===== config.mk =====
export PLATFORM = sky130hd
export DESIGN_NAME = alu_wb_addr_gen
export DESIGN_NICKNAME = d
export VERILOG_FILES = /design/src/rtl/alu_pkg.sv /design/src/rtl/alu_waddr_counter.sv /design/src/rtl/alu_wb_addr_gen.sv
export SDC_FILE = /design/constraint.sdc
export NUM_CORES = 1
export LEC_CHECK = 0
export ABC_CLOCK_PERIOD_IN_PS = 4800
export CORE_UTILIZATION = 65
export DETAILED_ROUTE_END_ITERATION = 7
export DONT_BUFFER_PORTS = 1
export GPL_TIMING_DRIVEN = 0
export PLACE_DENSITY_LB_ADDON = 0.1
export SLEW_MARGIN = 20
export SYNTH_ARGS = -nofsm -noshare
export SYNTH_HDL_FRONTEND = slang
export SYNTH_SLANG_ARGS = --single-unit

===== constraint.sdc =====
create_clock -name clk -period 4.8 [get_ports clk]
set_clock_uncertainty 0.2 [all_clocks]
set_input_delay 0.48 -clock clk [delete_from_list [all_inputs] [get_ports clk]]
set_output_delay 0.48 -clock clk [all_outputs]
set_load 0.01 [all_outputs]

===== src/rtl/alu_pkg.sv =====
// rtl/alu_pkg.sv - shared widths, opcode encoding and the combinational ALU compute function
package alu_pkg;

  localparam int OPW   = 4;
  localparam int RESW  = 8;
  localparam int ADDRW = 3;

  typedef enum logic [OPW-1:0] {
    OP_ADD = 4'd0,
    OP_SUB = 4'd1,
    OP_MUL = 4'd2,
    OP_AND = 4'd3,
    OP_OR  = 4'd4,
    OP_XOR = 4'd5,
    OP_NOT = 4'd6,
    OP_SHL = 4'd7,
    OP_SHR = 4'd8,
    OP_CAT = 4'd9
  } opcode_e;

  // One retired operation's worth of result and status.
  typedef struct packed {
    logic [RESW-1:0] data;
    logic            gt;
    logic            st;
    logic            eq;
    logic            v;
  } alu_out_t;

  // Pure combinational ALU: result plus flags for one operand pair.
  // Comparison flags are opcode-independent so reserved opcodes still report them.
  function automatic alu_out_t alu_compute(
    input logic [OPW-1:0] a,
    input logic [OPW-1:0] b,
    input logic [OPW-1:0] op
  );
    alu_out_t            r;
    logic [RESW-1:0]     a8;
    logic [RESW-1:0]     b8;
    logic [RESW-1:0]     sum;
    logic [2*RESW-1:0]   shl_full;
    logic [OPW-1:0]      shr_lost;

    a8       = {{(RESW-OPW){1'b0}}, a};
    b8       = {{(RESW-OPW){1'b0}}, b};
    sum      = a8 + b8;
    // Shift inside a double-width word so the bits pushed past bit 7 stay visible for v.
    shl_full = {{(2*RESW-OPW){1'b0}}, a} << b[2:0];
    // Bits of A that fall off the bottom on a right shift by b (b < 4).
    shr_lost = a & ~(4'hF << b);

    r      = '0;
    r.gt   = (a > b);
    r.st   = (a < b);
    r.eq   = (a == b);

    case (opcode_e'(op))
      OP_ADD: begin
        r.data = sum;
        r.v    = (sum > 8'd15);
      end
      OP_SUB: begin
        r.data = a8 - b8;
        r.v    = (a < b);
      end
      OP_MUL: begin
        // 15*15 = 225 fits in 8 bits, so no truncation is possible here.
        r.data = a8 * b8;
        r.v    = (r.data > 8'd15);
      end
      OP_AND: r.data = {{(RESW-OPW){1'b0}}, a & b};
      OP_OR:  r.data = {{(RESW-OPW){1'b0}}, a | b};
      OP_XOR: r.data = {{(RESW-OPW){1'b0}}, a ^ b};
      OP_NOT: r.data = {{(RESW-OPW){1'b0}}, ~a};
      OP_SHL: begin
        r.data = shl_full[RESW-1:0];
        r.v    = |shl_full[2*RESW-1:RESW];
      end
      OP_SHR: begin
        if (b >= 4'd4) begin
          // Every bit of A is shifted out.
          r.data = '0;
          r.v    = |a;
        end else begin
          r.data = a8 >> b;
          r.v    = |shr_lost;
        end
      end
      OP_CAT: r.data = {a, b};
      default: begin
        r.data = '0;
        r.v    = 1'b0;
      end
    endcase

    return r;
  endfunction

endpackage


===== src/rtl/alu_waddr_counter.sv =====
// rtl/alu_waddr_counter.sv - 3-bit wrapping write-slot counter
module alu_waddr_counter
  import alu_pkg::*;
(
  input  logic             clk,
  input  logic             reset,
  input  logic             inc,
  output logic [ADDRW-1:0] addr
);

  // Advance one slot per retired operation; natural wrap from 7 back to 0.
  always_ff @(posedge clk) begin
    if (reset) begin
      addr <= '0;
    end else if (inc) begin
      addr <= addr + ADDRW'(1);
    end
  end

endmodule


===== src/rtl/alu_wb_addr_gen.sv =====
// rtl/alu_wb_addr_gen.sv - registered 4-bit ALU with paired register-file write address
module alu_wb_addr_gen
  import alu_pkg::*;
(
  input  logic             clk,
  input  logic             reset,
  input  logic             en,
  input  logic [OPW-1:0]   a,
  input  logic [OPW-1:0]   b,
  input  logic [OPW-1:0]   opcode,
  output logic [RESW-1:0]  result_data,
  output logic             gt,
  output logic             st,
  output logic             eq,
  output logic             v,
  output logic [ADDRW-1:0] write_addr
);

  alu_out_t         alu_next;
  logic [ADDRW-1:0] slot;

  // Next-slot counter; reset inside the counter dominates the increment.
  alu_waddr_counter u_waddr_counter (
    .clk   (clk),
    .reset (reset),
    .inc   (en),
    .addr  (slot)
  );

  // Result and flags for the operands currently presented.
  always_comb begin
    alu_next = alu_compute(a, b, opcode);
  end

  // Single output stage: load on an enabled edge, hold otherwise.
  always_ff @(posedge clk) begin
    if (reset) begin
      result_data <= '0;
      gt          <= 1'b0;
      st          <= 1'b0;
      eq          <= 1'b0;
      v           <= 1'b0;
      write_addr  <= '0;
    end else if (en) begin
      result_data <= alu_next.data;
      gt          <= alu_next.gt;
      st          <= alu_next.st;
      eq          <= alu_next.eq;
      v           <= alu_next.v;
      write_addr  <= slot;
    end
  end

endmodule


Word-level counts from Yosys, hierarchy flattened
Index checks and enable logic that the tools add are counted.
{"block": "totals", "ff_bits": 18, "input_bits": 15}
{"block": "op_classes", "addsub": 3, "mul": 1, "n_lt_le_gt_ge": 5, "eq_ne": 10, "n_shift": 3, "mux": 4, "bitwise_logic": 6, "n_reduce_logical": 4}
{"cell": "$pmux W8 S10", "count": 1}
{"cell": "$eq A4 B3 Y1 const B", "count": 4}
{"cell": "$shl A4 B3 Y16", "count": 1}
{"cell": "$and A4 B4 Y4", "count": 2}
{"cell": "$eq A4 B2 Y1 const B", "count": 2}
{"cell": "$eq A4 B4 Y1 const B", "count": 2}
{"cell": "$gt A8 B4 Y1 const B", "count": 1}
{"cell": "$mul A4 B4 Y8", "count": 1}
{"cell": "$mux W8", "count": 1}
{"cell": "$not A4 Y4", "count": 2}
{"cell": "$reduce_or A4 Y1", "count": 2}
{"cell": "$reduce_or A8 Y1", "count": 1}
{"cell": "$shr A4 B4 Y8", "count": 1}
{"cell": "$add A4 B4 Y5", "count": 1}
{"cell": "$gt A5 B4 Y1 const B", "count": 1}
{"cell": "$pmux W1 S5", "count": 1}
{"cell": "$sub A4 B4 Y5", "count": 1}
{"cell": "$eq A4 B1 Y1 const B", "count": 1}
{"cell": "$eq A4 B4 Y1", "count": 1}
{"cell": "$ge A4 B3 Y1 const B", "count": 1}
{"cell": "$gt A4 B4 Y1", "count": 1}
{"cell": "$logic_not A4 Y1", "count": 1}
{"cell": "$lt A4 B4 Y1", "count": 1}
{"cell": "$or A4 B4 Y4", "count": 1}
{"cell": "other kinds (4)", "count": 4}

Logic depth before layout (Yosys ltp)
Gate-level depths: netlist of the first run.
{"block": "depth", "depth_word": 6, "mapped_depth": 13}

Hierarchy
A second synthesis of the first run with hierarchy kept.
{"block": "unflattened", "cells_unflattened": 283, "hier_area_um2": 2250.9}
{"module": "alu_wb_addr_gen", "instances": 1, "cells_each": 272, "area_per_inst_um2": 2129.5}
{"module": "alu_waddr_counter", "instances": 1, "cells_each": 11, "area_per_inst_um2": 121.4}

Worst setup path before layout of the first run
OpenSTA, ideal clock, no wires.
{"block": "synth_path", "path_type": "input to register", "start": "input b[1]", "end": "register result_data[5]", "setup_time_ns": 0.117, "arrival_ns": 3.498, "required_time_ns": 4.483, "slack_ns": 0.985, "cell_stages": 12, "path_cell_list": "buf_2 buf_2 nand2_1 fa_1 inv_1 fa_1 ha_1 a211oi_1 o21bai_1 o211a_1 or4_1 a22o_1"}
{"block": "synth_between", "elab_chain_len": 3}
{"item": "start: declaration", "line": "alu_wb_addr_gen.sv:9", "text": "input logic [OPW-1:0] b,"}
{"item": "branches (longest 2 deep; another with $mul A4 B4 Y8)"}
{"item": "$pmux W8 S10 *", "line": "alu_pkg.sv:57", "text": "case (opcode_e'(op))"}
{"item": "end signal: assignment", "line": "alu_wb_addr_gen.sv:45", "text": "result_data <= alu_next.data;"}
{"item": "end: declaration", "line": "alu_wb_addr_gen.sv:11", "text": "output logic [RESW-1:0] result_data,"}
Mark *: on every way between the ends.
A chain may end at the register's enable or synchronous reset.

Worst setup path after layout of the first run
{"block": "layout_path", "start": "input a[0]", "end": "register result_data[5]"}
{"block": "layout_between", "elab_chain_len": 3}
{"item": "start: declaration", "line": "alu_wb_addr_gen.sv:8", "text": "input logic [OPW-1:0] a,"}
{"item": "branches (longest 2 deep; another with $mul A4 B4 Y8)"}
{"item": "$pmux W8 S10 *", "line": "alu_pkg.sv:57"}
Marks and branches as above.

==> reports/metrics.yaml, run 1 <==
placed_design:
  gp_congestion: 1.002
  dp_cells: 329
  io_buffers: 0
  dp_slack_ps: 576.4
  dp_hpwl_um: 4955
clocking:
  cts_resized: 0
  cts_buffers: 3
  cts_root_buffer: "clkbuf_4"
  hold_buffers: 0
  cts_buffer_depth: 2
  clkTransAtPathRegs_ps: 100
  cts_tree: "built"
  postCtsSetupBuffers: 0
  htreeDepth: 1
  cts_sinks: 18
  clk-insertion-delay-late_ps: 300
timing:
  rsz0062_at_grt: "no"
  fmax_ghz: 0.2537
  drv_slew: 0
  max_slew.worst_pin.slew_ps: 812.4
  hold_viol: 0
  holdWs_ps: 212.4
  min_period_ps: 3942
  finalCritPeriodShare_pct: 82.13
  layout_setup_ws_ps: 857.9
  setup_viol: 0
  fin_tns_setup_ps: 0
  maxSlewHeadroom_pct: 45.34
critical_path:
  cp-end-kind: "register"
  required_ps: 4810
  r2r_cells: 3
  cp.arrival_ps: 3950
  crit_type: "in -> reg"
  worst_r2r_endpoint: "result_data[6]$_SDFFE_PP0P_"
  path_max_fanout: 8
  cpMostUsedCell: "fa_1"
  worst-path-buf-inv: 2
  startpoint: "a[0]"
  start_kind: "primary input"
  cp_slowest_cell: "fa_1"
  cp_top_family: "adder cells"
  r2r_start: "result_data[6]$_SDFFE_PP0P_"
  path_cells: "clkbuf_1 > nand2_1 > fa_1 > inv_1 > fa_1 > ha_1 > a211oi_1 > o21bai_1 > o211a_1 > or4_1 > a22o_1"
  r2r_slack_ps: 3520
  slowest_delay_ps: 550
floorplanning:
  ios: 30
  die_area_sq_um: 3740
  start_util_pct: 68.17
  die_w_um: 61.16
  num_rows: 21
  die_h_um: 61.16
  core-area_sq_um: 3337
final_layout:
  synthToLayoutAreaGrowth_pct: 4.125
  antennaDiodeCount: 0
  nets: 335
  drive_gt1_share_pct: 7.666
  finalNonFillerCells: 333
synth:
  synth_cells: 283
  syn_avg_cell_area_sq_um: 8.038
  netlist.area_leader.share_pct: 15.84
  synth.area.top_cells: "dfxtp_1 16%, ha_1 14%, fa_1 5.3%"
  synth_seq_area_share_pct: 15.84
  yosysWarningCount: 0
  ys_seq_elements: 18
  synth_fp_nets: 330
  netlist_area_sq_um: 2275
  synth-edff-count: 0
  ys_types: 61
  yosys.area.top_type: "dfxtp_1"
  synth_flop_cell: "dfxtp_1"
  ys_async_sr_fraction_pct: 0
min_path:
  hold_path_end: "result_data[7]$_SDFFE_PP0P_"
  hp-start: "a[3]"
  holdCritPathClass: "in -> reg"
  min_delay_path_depth: 3
route:
  met2_length_um: 2735
  drtIter0Drc: 184
  drt-total-wl_um: 6266
  wl_per_cell_um: 18.82
  vias: 2254
  vias_per_cell: 6.769
  dr.pass1.iters: 5
  drc: 0
  top_layer: "met4"
  drtAntennaViolNets: 0
  route.met3.wl_um: 733
  detail_route.wirelength.met1_um: 2557
grt:
  grt_max_degree: 11
  grt_pass1_wl_um: 9577
  grt_pass1_vias: 1947
  overflow: 0
  grt_use_total_pct: 35.32
  antenna_found_initial: 0
power_and_ir_drop:
  p_leak_uw: 0.001073
  powerDensity_nw_per_um2: 184.1
  max-vdd-ir-drop_uv: 85.84
  power_uw: 436.1
run:
  maxCapViolations: 0
outcome:
  outcome: "finished clean"
-- worst min-delay path, delay by kind of cell --
family / cells / cell delay [ps]
AOI/OAI and AO/OA: 2 / 170
and+or+nand+nor: 1 / 40
-- stage by stage --
stage,util [%],cell area (sq um)
global route,70.98,2369
global placement,69.89,2332
finish,70.98,2369
detailed placement,69.89,2332
floorplan,-,2275
CTS,70.98,2369
-- per-layer routing --
| layer | vias up | global-route usage, % |
|---|---|---|
| met4 | 0 | 16.88 |
| li1 | 1048 | - |
| met1 | 1038 | 48.98 |
| met2 | 141 | 54.04 |
| met5 | - | 0 |
| met3 | 27 | 4.622 |
-- cell type report --
| type | count | area (sq um) |
|---|---|---|
| flip-flops and latches | 18 | 360.3 |
| well taps | 46 | 57.56 |
| fillers | 300 | 968.4 |
| inverters | 22 | 82.58 |
| clock buffers | 4 | 36.28 |
| multi-input cells | 222 | 1725 |
| plain buffers | 21 | 106.4 |
-- power breakdown --
part	total [uW]	internal, uW	switching [uW]
combinational	179	69.5	110
sequential	164	157	7.77
clock	92.7	46.3	46.4
-- state kept, by name, indices dropped and copies added (netlist names) --
signal and cells:
v 1, write_addr 3, eq 1, gt 1, st 1, result_data 8
u_waddr_counter.addr 3
-- placed cells by master, fill, tap and decap left out, types with 3 or more instances in the layout --
cell,n
a211oi_1,6
a21oi_1,17
a22o_1,9
a311oi_1,3
a31oi_1,4
and2_1,5
buf_2,7
clkbuf_1,10
clkbuf_4,3
dfxtp_1,18
fa_1,6
ha_1,26
inv_1,22
mux2_2,3
mux2i_1,10
nand2_1,18
nand2b_1,6
nor2_1,24
nor2b_1,4
nor3_1,10
o211a_1,3
o211ai_1,3
o21ai_0,8
o22ai_1,6
o31ai_1,5
xor2_1,4
-- cells in the mapped netlist, types with 2 or more instances --
cell,n
nor4b_1,2
a22oi_1,2
and2_1,5
nor3b_1,2
dfxtp_1,18
mux2_2,3
xor2_1,4
ha_1,26
nor2b_1,4
o211a_1,3
a21oi_1,17
or4_1,2
inv_1,22
or4b_1,2
fa_1,6
o41ai_1,2
o31ai_1,5
nand2_1,18
o22ai_1,6
mux2i_1,10
buf_6,2
nor3_1,10
clkbuf_1,10
a211oi_1,6
o211ai_1,3
a311oi_1,3
nor4b_4,2
nand4b_1,2
buf_2,7
a31oi_1,4
o21ai_0,8
nand2b_1,6
o21bai_1,2
nor2_1,24
a22o_1,9
-- how the worst max path moves through the flow --
stage,slack [ps],end,cells past startpoint
final,860,result_data[5]$_SDFFE_PP0P_,11
after global placement,610,result_data[5]$_SDFFE_PP0P_,11
after CTS,890,result_data[5]$_SDFFE_PP0P_,11
after floorplan,990,result_data[5]$_SDFFE_PP0P_,12
after detailed placement,580,result_data[5]$_SDFFE_PP0P_,11
after global routing,660,result_data[5]$_SDFFE_PP0P_,11
-- kinds of logic (layout without fill, tap and decap cells) --
kind of cell	count (synthesis)	after routing	synth area share, %
adder cells (fa/ha/maj)	32	32	19.58
buffers and inverters	43	47	8.306
XOR/XNOR	5	5	1.925
AO/OA/AOI/OAI	83	83	26.02
multiplexers	13	13	5.886
flip-flops	18	18	15.84
AND/OR/NAND/NOR	89	89	22.44
(Power assumes the default switching activity.)
==> inputs of run 2 (changes only) <==
--- a/config.mk
+++ b/config.mk
@@ -5,8 +5,8 @@
 export SDC_FILE = /design/constraint.sdc
 export NUM_CORES = 1
 export LEC_CHECK = 0
-export ABC_CLOCK_PERIOD_IN_PS = 4800
-export CORE_UTILIZATION = 65
+export ABC_CLOCK_PERIOD_IN_PS = 3300
+export CORE_UTILIZATION = 58
 export DETAILED_ROUTE_END_ITERATION = 7
 export DONT_BUFFER_PORTS = 1
 export GPL_TIMING_DRIVEN = 0
==> constraint.sdc (replaced) <==
create_clock -name clk -period 3.3 [get_ports clk]
set_clock_uncertainty 0.2 [all_clocks]
set_input_delay 0.33 -clock clk [delete_from_list [all_inputs] [get_ports clk]]
set_output_delay 0.33 -clock clk [all_outputs]
set_load 0.01 [all_outputs]
==> run 2 against run 1 <==
  * Via count shrank 1.9%
  * Highest routed layer unchanged
  * Hold slack got worse by 70 ps
  * Register-to-register slack got worse by 1500 ps
  * Critical endpoint is now result_data[4]$_SDFFE_PP0P_
  * Global-route usage is 1.4 points lower
  * Design area is 5.9% higher
==> reports/metrics.yaml, run 2 (synthesized netlist as in run 1, its figures left out) <==
critical_path:
  cpMostUsedCell: "nand2_1"  # was fa_1
  start_kind: "primary input"  # unchanged
  required_ps: 3230  # was 4810 ps
  path_max_fanout: 8  # unchanged
  crit_type: "in -> reg"  # unchanged
  cp.arrival_ps: 3140  # was 3950 ps
  cp-end-kind: "register"  # unchanged
  cp_slowest_cell: "fa_1"  # unchanged
  path_cells: "clkbuf_8 > nand2_1 > fa_1 > inv_1 > fa_1 > inv_1 > fa_2 > xor2_2 > nand2_1 > and4b_1 > o41ai_1 > nand2_1"  # was clkbuf_1 > nand2_1 > fa_1 > inv_1 > fa_1 > ha_1 > a211oi_1 > o21bai_1 > o211a_1 > or4_1 > a22o_1
  slowest_delay_ps: 570  # was 550 ps
clocking:
  cts_sinks: 18  # unchanged
  hold_buffers: 0  # unchanged
  htreeDepth: 1  # unchanged
  cts_buffer_depth: 2  # unchanged
  clkTransAtPathRegs_ps: 60  # was 100 ps
  cts_buffers: 3  # unchanged
  cts_root_buffer: "clkbuf_8"  # was clkbuf_4
  clk-insertion-delay-late_ps: 250  # was 300 ps
  cts_tree: "built"  # unchanged
placed_design:
  gp_congestion: 0.9711  # was 1.002
  io_buffers: 0  # unchanged
  dp_hpwl_um: 5237  # was 4955 um
  dp_slack_ps: -306.5  # was 576.4 ps
timing:
  hold_viol: 0  # unchanged
  drv_slew: 0  # unchanged
  setup_viol: 0  # unchanged
  fmax_ghz: 0.3115
  maxSlewHeadroom_pct: 39.69  # was 45.34%
  finalCritPeriodShare_pct: 97.27
  holdWs_ps: 142.5  # was 212.4 ps
  max_slew.worst_pin.slew_ps: 896.3  # was 812.4 ps
  layout_setup_ws_ps: 90.01  # was 857.9 ps
  min_period_ps: 3210
route:
  dr.pass1.iters: 5  # unchanged
  wl_per_cell_um: 20.13  # was 18.82 um
  drt-total-wl_um: 6764  # was 6266 um
  vias: 2211  # was 2254
  drc: 0  # unchanged
  drtIter0Drc: 218  # was 184
  vias_per_cell: 6.580  # was 6.769
  drtAntennaViolNets: 0  # unchanged
final_layout:
  antennaDiodeCount: 0  # unchanged
  nets: 336  # was 335
  final_cell_mix: "25 x ha_1, 24 x nor2_1, 22 x inv_1, 18 x dfxtp_1, 17 x nand2_1"  # was 26 x ha_1, 24 x nor2_1, 22 x inv_1, 18 x nand2_1, 18 x dfxtp_1
  fin_util_pct: 67.47  # was 70.98%
  drive_gt1_share_pct: 12.50  # was 7.666%
  regMostFlops: "result_data"  # unchanged
  final_common_cell: "ha_1"  # unchanged
  largest_reg_flops: 8  # unchanged
  top_regs: "result_data: 8 flops, u_waddr_counter.addr: 3 flops, write_addr: 3 flops"  # unchanged
  synthToLayoutAreaGrowth_pct: 10.23  # was 4.125%
floorplanning:
  die_area_sq_um: 4176  # was 3740 sq um
  core-area_sq_um: 3716  # was 3337 sq um
  start_util_pct: 61.21  # was 68.17%
  die_w_um: 64.63  # was 61.16 um
  ios: 30  # unchanged
  die_h_um: 64.63  # was 61.16 um
  num_rows: 22  # was 21
grt:
  grt_pass1_vias: 2162  # was 1947
  overflow: 0  # unchanged
  grt_max_degree: 11  # unchanged
  grt_use_total_pct: 33.89  # was 35.32%
  grt_pass1_wl_um: 10760  # was 9577 um
  antenna_found_initial: 0  # unchanged
run:
  maxCapViolations: 0  # unchanged
min_path:
  holdCritPathClass: "in -> reg"  # unchanged
power_and_ir_drop:
  p_leak_uw: 0.001117  # was 0.001073 uW
  max-vdd-ir-drop_uv: 221.6  # was 85.84 uV
  powerDensity_nw_per_um2: 282.9  # was 184.1 nW/um^2
outcome:
  outcome: "finished clean"  # unchanged
## run 2: cell type report
| cell class | instances | area (sq um) |
|---|---|---|
| Buffer | 20 | 131.4 |
| Multi-Input combinational cell | 222 | 1803 |
| Clock buffer | 4 | 55.05 |
| Timing Repair Buffer | 2 | 15.01 |
| Sequential cell | 18 | 360.3 |
| Fill cell | 334 | 1209 |
| Tap cell | 48 | 60.06 |
| Inverter | 22 | 82.58 |
## run 2: timing repair
action	CTS	global route
pin swaps	1	6
resized for setup	4	12
setup endpoints to repair	2	4
buffers inserted	1	1
## run 2: critical path: cells and delay by family
kind / cells / cell delay (ps)
AOI/OAI and AO/OA: 1 / 360
xor gates and xnor gates: 1 / 160
adders and majority gates: 3 / 1470
buffers and inverters: 3 / 260
and+or+nand+nor: 4 / 530
## run 2: metrics by stage
step                instance area, sq um  total power (uW)  TNS [ps]  instances
floorplan                           2311             439.3         0        283
global placement                    2371             500.9    -891.2        331
detailed placement                  2371             505.8    -873.7        331
CTS                                 2450             690.4         0        336
global route                        2507             746.9    -18.95        336
finish                              2507             709.3         0        336
## run 2: layer usage
metal	wire, um	global-route usage, %	share of wire, %	up-vias
li1	-	-	-	1044
met1	2963	44.83	44	1044
met2	3179	53.03	47	109
met3	463	7.746	6.8	14
met4	157	13.33	2.3	0
met5	0	0	0	-
## run 2: worst paths after layout
| check | from | end | slack [ps] | cells past startpoint |
|---|---|---|---|---|
| min | a[3] | result_data[7]$_SDFFE_PP0P_ | 140 | 3 |
| max | a[0] | result_data[4]$_SDFFE_PP0P_ | 90 | 12 |
| min reg2reg | result_data[7]$_SDFFE_PP0P_ | result_data[7]$_SDFFE_PP0P_ | 300 | 2 |
| max reg2reg | result_data[6]$_SDFFE_PP0P_ | result_data[6]$_SDFFE_PP0P_ | 2070 | 3 |
## run 2: power breakdown
part           switching, uW  total, uW  internal (uW)
sequential              11.2        239            228
combinational            173        291            118
clock                   73.2        179            106
